<file path="config.mk">
export PLATFORM = sky130hd
export DESIGN_NAME = seg_scan_capture
export DESIGN_NICKNAME = d
export VERILOG_FILES = /design/src/rtl/seg_pkg.sv /design/src/rtl/seg_scan_capture_decode.sv /design/src/rtl/seg_scan_capture.sv
export SDC_FILE = /design/constraint.sdc
export NUM_CORES = 1
export LEC_CHECK = 0
export ABC_AREA = 0
export ABC_CLOCK_PERIOD_IN_PS = 2700
export CAP_MARGIN = 15
export CORE_ASPECT_RATIO = 2
export CORE_UTILIZATION = 59
export CTS_BUF_LIST = sky130_fd_sc_hd__clkbuf_4 sky130_fd_sc_hd__clkbuf_8
export CTS_CLUSTER_DIAMETER = 50
export DETAILED_ROUTE_END_ITERATION = 6
export PLACE_DENSITY = 0.82
export SYNTH_ARGS = -nofsm -noshare
export SYNTH_HDL_FRONTEND = slang
export SYNTH_SLANG_ARGS = --single-unit
</file>
<file path="constraint.sdc">
create_clock -name clk -period 2.7 [get_ports clk]
set_input_delay 0.405 -clock clk [delete_from_list [all_inputs] [get_ports clk]]
set_output_delay 0.405 -clock clk [all_outputs]
set_load 0.03 [all_outputs]
</file>
<file path="src/rtl/seg_pkg.sv">
// Shared types and glyph constants for the 7-segment capture path.
package seg_pkg;

  localparam int NUM_DIGITS = 4;

  typedef enum logic [1:0] {
    WAIT_SEL = 2'd0,
    SETTLE   = 2'd1,
    HOLD     = 2'd2
  } state_e;

  // Active-low patterns, bit order {g,f,e,d,c,b,a}
  localparam logic [6:0] GLYPH_0     = 7'h40;
  localparam logic [6:0] GLYPH_1     = 7'h79;
  localparam logic [6:0] GLYPH_2     = 7'h24;
  localparam logic [6:0] GLYPH_3     = 7'h30;
  localparam logic [6:0] GLYPH_4     = 7'h19;
  localparam logic [6:0] GLYPH_5     = 7'h12;
  localparam logic [6:0] GLYPH_6     = 7'h02;
  localparam logic [6:0] GLYPH_7     = 7'h78;
  localparam logic [6:0] GLYPH_8     = 7'h00;
  localparam logic [6:0] GLYPH_9     = 7'h10;
  localparam logic [6:0] GLYPH_9_ALT = 7'h18;
  localparam logic [6:0] GLYPH_A     = 7'h08;
  localparam logic [6:0] GLYPH_B     = 7'h03;
  localparam logic [6:0] GLYPH_C     = 7'h46;
  localparam logic [6:0] GLYPH_D     = 7'h21;
  localparam logic [6:0] GLYPH_E     = 7'h06;
  localparam logic [6:0] GLYPH_F     = 7'h0E;

  function automatic logic [2:0] low_count(input logic [NUM_DIGITS-1:0] an_n);
    logic [2:0] cnt;
    cnt = 3'd0;
    for (int i = 0; i < NUM_DIGITS; i++) begin
      if (!an_n[i]) cnt = cnt + 3'd1;
    end
    return cnt;
  endfunction

  function automatic logic [1:0] low_index(input logic [NUM_DIGITS-1:0] an_n);
    logic [1:0] idx;
    idx = 2'd0;
    for (int i = 0; i < NUM_DIGITS; i++) begin
      if (!an_n[i]) idx = 2'(i);
    end
    return idx;
  endfunction

endpackage

</file>
<file path="src/rtl/seg_scan_capture_decode.sv">
// Combinational active-low segment pattern to hex nibble decoder.
module seg_decode
  import seg_pkg::*;
(
  input  logic [6:0] seg_n,
  output logic [3:0] nib,
  output logic       hit
);

  always_comb begin
    nib = 4'h0;
    hit = 1'b1;
    case (seg_n)
      GLYPH_0:     nib = 4'h0;
      GLYPH_1:     nib = 4'h1;
      GLYPH_2:     nib = 4'h2;
      GLYPH_3:     nib = 4'h3;
      GLYPH_4:     nib = 4'h4;
      GLYPH_5:     nib = 4'h5;
      GLYPH_6:     nib = 4'h6;
      GLYPH_7:     nib = 4'h7;
      GLYPH_8:     nib = 4'h8;
      GLYPH_9:     nib = 4'h9;
      GLYPH_9_ALT: nib = 4'h9;
      GLYPH_A:     nib = 4'hA;
      GLYPH_B:     nib = 4'hB;
      GLYPH_C:     nib = 4'hC;
      GLYPH_D:     nib = 4'hD;
      GLYPH_E:     nib = 4'hE;
      GLYPH_F:     nib = 4'hF;
      default:     hit = 1'b0;
    endcase
  end

endmodule

</file>
<file path="src/rtl/seg_scan_capture.sv">
// Decodes a multiplexed 7-segment bus back into a four-digit frame.
// Define SEG_DP_EN to capture decimal points; otherwise dp_n is ignored and dp reads 0.
//
// state    | meaning
// WAIT_SEL | bus blanked (an_n all ones), nothing to capture
// SETTLE   | digit selected, waiting for SETTLE_CYCLES stable samples
// HOLD     | digit captured, waiting for the bus to move on
module seg_scan_capture
  import seg_pkg::*;
#(
  parameter int unsigned SETTLE_CYCLES = 2,
  parameter int unsigned TIMEOUT       = 1024
) (
  input  logic        clk,
  input  logic        rst,
  input  logic [3:0]  an_n,
  input  logic [6:0]  seg_n,
  input  logic        dp_n,
  input  logic        err_clr,
  output logic [15:0] digits,
  output logic [3:0]  dp,
  output logic        valid,
  output logic        frame_done,
  output logic        sel_err,
  output logic        seg_err
);

  localparam logic [3:0]  SETTLE_W  = 4'(SETTLE_CYCLES);
  localparam logic [15:0] TIMEOUT_W = 16'(TIMEOUT);
  localparam int          IN_W      = 12;

  logic              dp_eff_n;
  logic [IN_W-1:0]   in_cur;
  logic [IN_W-1:0]   prev_q, prev_d;
  logic [3:0]        stable_q, stable_d;
  state_e            state_q, state_d;
  logic [15:0]       tmo_q, tmo_d;
  logic [15:0]       shadow_q, shadow_d;
  logic [3:0]        shadow_dp_q, shadow_dp_d;
  logic [3:0]        mask_q, mask_d;
  logic [15:0]       digits_q, digits_d;
  logic [3:0]        dp_q, dp_d;
  logic              valid_q, valid_d;
  logic              frame_done_q, frame_done_d;
  logic              sel_err_q, sel_err_d;
  logic              seg_err_q, seg_err_d;

  logic              changed;
  logic              blank;
  logic              capture;
  logic              multi_sel;
  logic              cap_ok;
  logic              complete;
  logic              tmo_expire;
  logic [1:0]        cap_idx;
  logic [3:0]        dec_nib;
  logic              dec_hit;

`ifdef SEG_DP_EN
  assign dp_eff_n = dp_n;
`else
  // Tying the dp bit high keeps it out of the stability compare and the shadow.
  logic dp_n_unused;
  assign dp_n_unused = dp_n;
  assign dp_eff_n    = 1'b1;
`endif

  assign in_cur  = {an_n, seg_n, dp_eff_n};
  assign changed = (in_cur != prev_q);
  assign blank   = &an_n;

  seg_decode u_decode (
    .seg_n (seg_n),
    .nib   (dec_nib),
    .hit   (dec_hit)
  );

  always_comb begin
    prev_d   = in_cur;
    stable_d = stable_q;
    if (changed) begin
      stable_d = 4'd0;
    end else if (stable_q != SETTLE_W) begin
      stable_d = stable_q + 4'd1;
    end
  end

  always_comb begin
    state_d = state_q;
    capture = 1'b0;
    case (state_q)
      WAIT_SEL: begin
        if (!blank) state_d = SETTLE;
      end
      SETTLE: begin
        if (blank) begin
          state_d = WAIT_SEL;
        end else if (stable_d == SETTLE_W) begin
          capture = 1'b1;
          state_d = HOLD;
        end
      end
      HOLD: begin
        if (changed) state_d = blank ? WAIT_SEL : SETTLE;
      end
      default: state_d = WAIT_SEL;
    endcase
  end

  assign multi_sel  = (low_count(an_n) > 3'd1);
  assign cap_idx    = low_index(an_n);
  assign cap_ok     = capture && !multi_sel && dec_hit;
  // A full mask is only ever seen for the one cycle after the final capture.
  assign complete   = (mask_q == 4'hF);
  assign tmo_expire = !capture && (tmo_q == 16'd1);

  always_comb begin
    shadow_d    = shadow_q;
    shadow_dp_d = shadow_dp_q;
    mask_d      = mask_q;
    if (complete || tmo_expire) mask_d = 4'h0;
    if (cap_ok) begin
      shadow_d[{cap_idx, 2'b00} +: 4] = dec_nib;
      shadow_dp_d[cap_idx]            = ~dp_eff_n;
      mask_d[cap_idx]                 = 1'b1;
    end
  end

  always_comb begin
    tmo_d = tmo_q;
    if (capture) begin
      tmo_d = TIMEOUT_W;
    end else if (tmo_q != 16'd0) begin
      tmo_d = tmo_q - 16'd1;
    end
  end

  always_comb begin
    digits_d     = digits_q;
    dp_d         = dp_q;
    valid_d      = valid_q;
    frame_done_d = complete;
    if (complete) begin
      digits_d = shadow_q;
      dp_d     = shadow_dp_q;
      valid_d  = 1'b1;
    end
    if (tmo_expire) valid_d = 1'b0;
  end

  // A new error on the clearing edge takes precedence over err_clr.
  always_comb begin
    sel_err_d = (sel_err_q && !err_clr) || (capture && multi_sel);
    seg_err_d = (seg_err_q && !err_clr) || (capture && !multi_sel && !dec_hit);
  end

  always_ff @(posedge clk) begin
    if (rst) begin
      prev_q       <= '0;
      stable_q     <= 4'd0;
      state_q      <= WAIT_SEL;
      tmo_q        <= 16'd0;
      shadow_q     <= 16'h0;
      shadow_dp_q  <= 4'h0;
      mask_q       <= 4'h0;
      digits_q     <= 16'h0;
      dp_q         <= 4'h0;
      valid_q      <= 1'b0;
      frame_done_q <= 1'b0;
      sel_err_q    <= 1'b0;
      seg_err_q    <= 1'b0;
    end else begin
      prev_q       <= prev_d;
      stable_q     <= stable_d;
      state_q      <= state_d;
      tmo_q        <= tmo_d;
      shadow_q     <= shadow_d;
      shadow_dp_q  <= shadow_dp_d;
      mask_q       <= mask_d;
      digits_q     <= digits_d;
      dp_q         <= dp_d;
      valid_q      <= valid_d;
      frame_done_q <= frame_done_d;
      sel_err_q    <= sel_err_d;
      seg_err_q    <= seg_err_d;
    end
  end

  assign digits     = digits_q;
  assign dp         = dp_q;
  assign valid      = valid_q;
  assign frame_done = frame_done_q;
  assign sel_err    = sel_err_q;
  assign seg_err    = seg_err_q;

endmodule

</file>
==> impl_metrics.json <==
{
  "cts_tree": "done",
  "synthDistinctLibCells": 57,
  "port_buffers": 37,
  "routedWlPerCell_um": 14.4,
  "rsz0062_at_grt": "false",
  "yosysMostFrequentCell": "dfxtp_1",
  "r2r_end": "shadow_q[13]",
  "track_usage_pct": 26.4,
  "post-route-period-util_pct": 95.6,
  "die_x_um": 59.2,
  "dieArea_um2": 6890,
  "pin_count": 39,
  "status": "completed",
  "r2r_setup_slack_ns": 0.26,
  "endpoint_kind": "flop",
  "ys_ff_latch": 82,
  "vias": 3280,
  "final_layout_size_suffix_gt1_share_pct": 12.8,
  "gr-total-overflow": 0,
  "avgSynthCellArea_um2": 8.83,
  "gp_congestion": 0.842,
  "die_h_um": 116,
  "min_path_cells": 4,
  "startpoint": "an_n[0]",
  "clock-sinks": 82,
  "hold_slack_ns": 0.436,
  "setup_slack_ns": 0.118,
  "pre_cts_ws_ns": -0.287,
  "cp_common_cell": "buf_4",
  "fin_nets": 525,
  "htreeDepth": 3,
  "grt_pass1_wl_um": 13700,
  "finalWirelength_um": 8410,
  "finalClockSkew_ns": 0.0102,
  "area_delta_synth_final_pct": 22.0,
  "clk_pin_slew_ns": 0.08,
  "timing.fmax_ghz": 0.387,
  "placed_area_um2": 4470,
  "syn_nets": 467,
  "cts_buffers": 9,
  "start_util_pct": 61.2,
  "hold_viol": 0,
  "synth_warnings": 0,
  "dr.pass1.iters": 5,
  "max_slew_margin_pct": 44.3,
  "clockBufferDepth": 2,
  "final_core_util_pct": 74.6,
  "n_fill_cell": 485,
  "stdcell_area_um2": 4710,
  "core_um2": 6310,
  "grt_max_degree": 23,
  "via_per_inst": 5.61,
  "clock_latency_ns": 0.37,
  "yosysTopAreaCellShare_pct": 42.5,
  "ff2ff_path_depth": 10,
  "p_leak_uw": 0.00184,
  "grt_pass1_vias": 3077,
  "cp_slowest_cell": "clkdlybuf4s50_1",
  "synthArstFlopShare_pct": 0,
  "setup_viol": 0,
  "yosysSeqAreaShare_pct": 42.5,
  "worst-setup-path-type": "in2reg",
  "ir_drop_mv": 0.658,
  "slowest_delay_ns": 0.50,
  "required_ns": 2.96,
  "crit_fanout": 6,
  "drt_iter0_markers": 173,
  "antenna_found_initial": 0,
  "hp-start": "an_n[1]",
  "synth_common_cells": "dfxtp_1, nand2_1, nor2_1, a21oi_1, xor2_1",
  "cts_root_buf": "clkbuf_8",
  "synthFlopType": "dfxtp_1",
  "arrival_ns": 2.84,
  "post_cts_buffers": 0,
  "drv_cap": 0,
  "hpwl_um": 6150,
  "worst_pin_slew_ns": 0.832,
  "path_cells": "clkdlybuf4s50_1, inv_1, ha_1, xnor2_1, ha_1, xor2_1, a32oi_1, buf_4, nor4_4, buf_4, buf_4, o211a_1, a22o_1",
  "syn_area_um2": 3860,
  "start_kind": "primary input",
  "drv_slew": 0,
  "synth_top_cells_by_area": "dfxtp_1, nand2_1, xor2_1",
  "synth_edf_count": 0,
  "antenna_cells": 0,
  "hold_path.class": "in2reg",
  "rr_startpoint": "stable_q[0]",
  "worstHoldEndpoint": "prev_q[9]",
  "yosysTopAreaCell": "dfxtp_1",
  "synthCells": 437,
  "layout_min_cycle_time_ns": 2.58,
  "drc": 0,
  "core.rowCount": 41,
  "postRouteAntennaNets": 0,
  "p_per_area_nw_per_um2": 667
}
worst max-delay path, delay by kind of cell:
family,cells,cell delay (ns)
xor gates and xnor gates,2,0.30
buffers and inverters,5,1.04
AOI/OAI and AO/OA,3,0.54
adders and majority gates,2,0.52
and+or+nand+nor,1,0.03
cell type report:
cell class	instances	area, um2	share of cell area (%)
multi-input combinational	315	2040	43.4
sequential	82	1640	34.9
timing repair buffer	69	626	13.3
clock buffer	11	145	3.08
tap	86	108	2.29
clock inverter	4	76.3	1.62
inverter	18	67.6	1.44
metrics by stage:
| stage | TNS [ns] | power (uW) | instances |
|---|---|---|---|
| floorplan | 0 | 1970 | 437 |
| global route | 0 | 3310 | 585 |
| global placement | -4.01 | 2120 | 570 |
| CTS | 0 | 3140 | 585 |
| detailed placement | -5.40 | 2160 | 570 |
| finish | 0 | 3140 | 585 |
layer usage:
| layer | track usage, % | share of wire, % | vias to the layer above |
|---|---|---|---|
| met5 | 0 | 0 | - |
| met4 | 17.6 | 3.4 | 0 |
| met3 | 3.32 | 2.9 | 23 |
| met2 | 48.6 | 57 | 86 |
| met1 | 26.5 | 37 | 1544 |
| li1 | - | - | 1627 |
power by group:
| group | switching [uW] | total [uW] | internal [uW] |
|---|---|---|---|
| Clock | 444 | 997 | 553 |
| Sequential | 80.3 | 1380 | 1300 |
| Combinational | 430 | 765 | 335 |
cell usage in the layout (no fill, tap or decap), types with 3 or more instances in the layout:
master | synthesis | routed
nor4_2 | 3 | 3
nor4bb_1 | 3 | 3
ha_1 | 15 | 15
nor4_1 | 6 | 6
nand3_1 | 13 | 13
or3_1 | 7 | 7
o2bb2ai_1 | 12 | 12
clkbuf_8 | 0 | 10
o21ai_0 | 7 | 7
nand2_1 | 66 | 65
inv_1 | 17 | 17
a22o_1 | 4 | 4
nor3b_1 | 4 | 4
clkdlybuf4s50_1 | 0 | 36
nand4_1 | 4 | 4
nor3_1 | 5 | 5
nand3b_1 | 3 | 3
xnor2_1 | 7 | 7
and3_1 | 7 | 7
a31oi_1 | 5 | 4
xor2_1 | 22 | 22
nor2b_1 | 10 | 10
a21oi_1 | 30 | 29
dfxtp_1 | 82 | 82
buf_4 | 2 | 31
nor2_1 | 43 | 43
a32o_1 | 4 | 4
cells by family (layout without fill, tap and decap cells):
logic type               count (synthesis)  in the layout  synth area share [%]
AO/OA/AOI/OAI                           77             77                  13.7
XOR/XNOR                                30             30                  7.00
adder cells (fa/ha/maj)                 15             15                  4.86
buffers and inverters                   40            102                  4.90
flip-flops                              82             82                  42.5
multiplexers                             1              1                 0.259
AND/OR/NAND/NOR                        192            192                  26.7
worst max-delay path by stage:
stage	end	slack (ns)	cells after the start
6_report	shadow_q[13]	0.12	13
2_1_floorplan	mask_q[0]	0.45	10
3_3_place_gp	mask_q[0]	-0.22	13
4_1_cts	mask_q[0]	0.1	13
5_1_grt	shadow_q[13]	0.003	14
3_5_place_dp	mask_q[0]	-0.29	13
what timing repair did:
| action | 4_1_cts | 5_1_grt |
|---|---|---|
| hold buffers | 0 | 0 |
| endpoints found under the setup margin | 0 | 22 |
| gates resized for setup | 0 | 5 |
sequential cells by signal (all words and copies together) (netlist names), 2 cells and up:
signal / flops
digits: 16
mask_q: 4
prev_q: 12
shadow_dp_q: 4
dp: 4
tmo_q: 16
shadow_q: 16
state_q: 2
stable_q: 4
No activity file was read; power rests on OpenSTA's default activity.
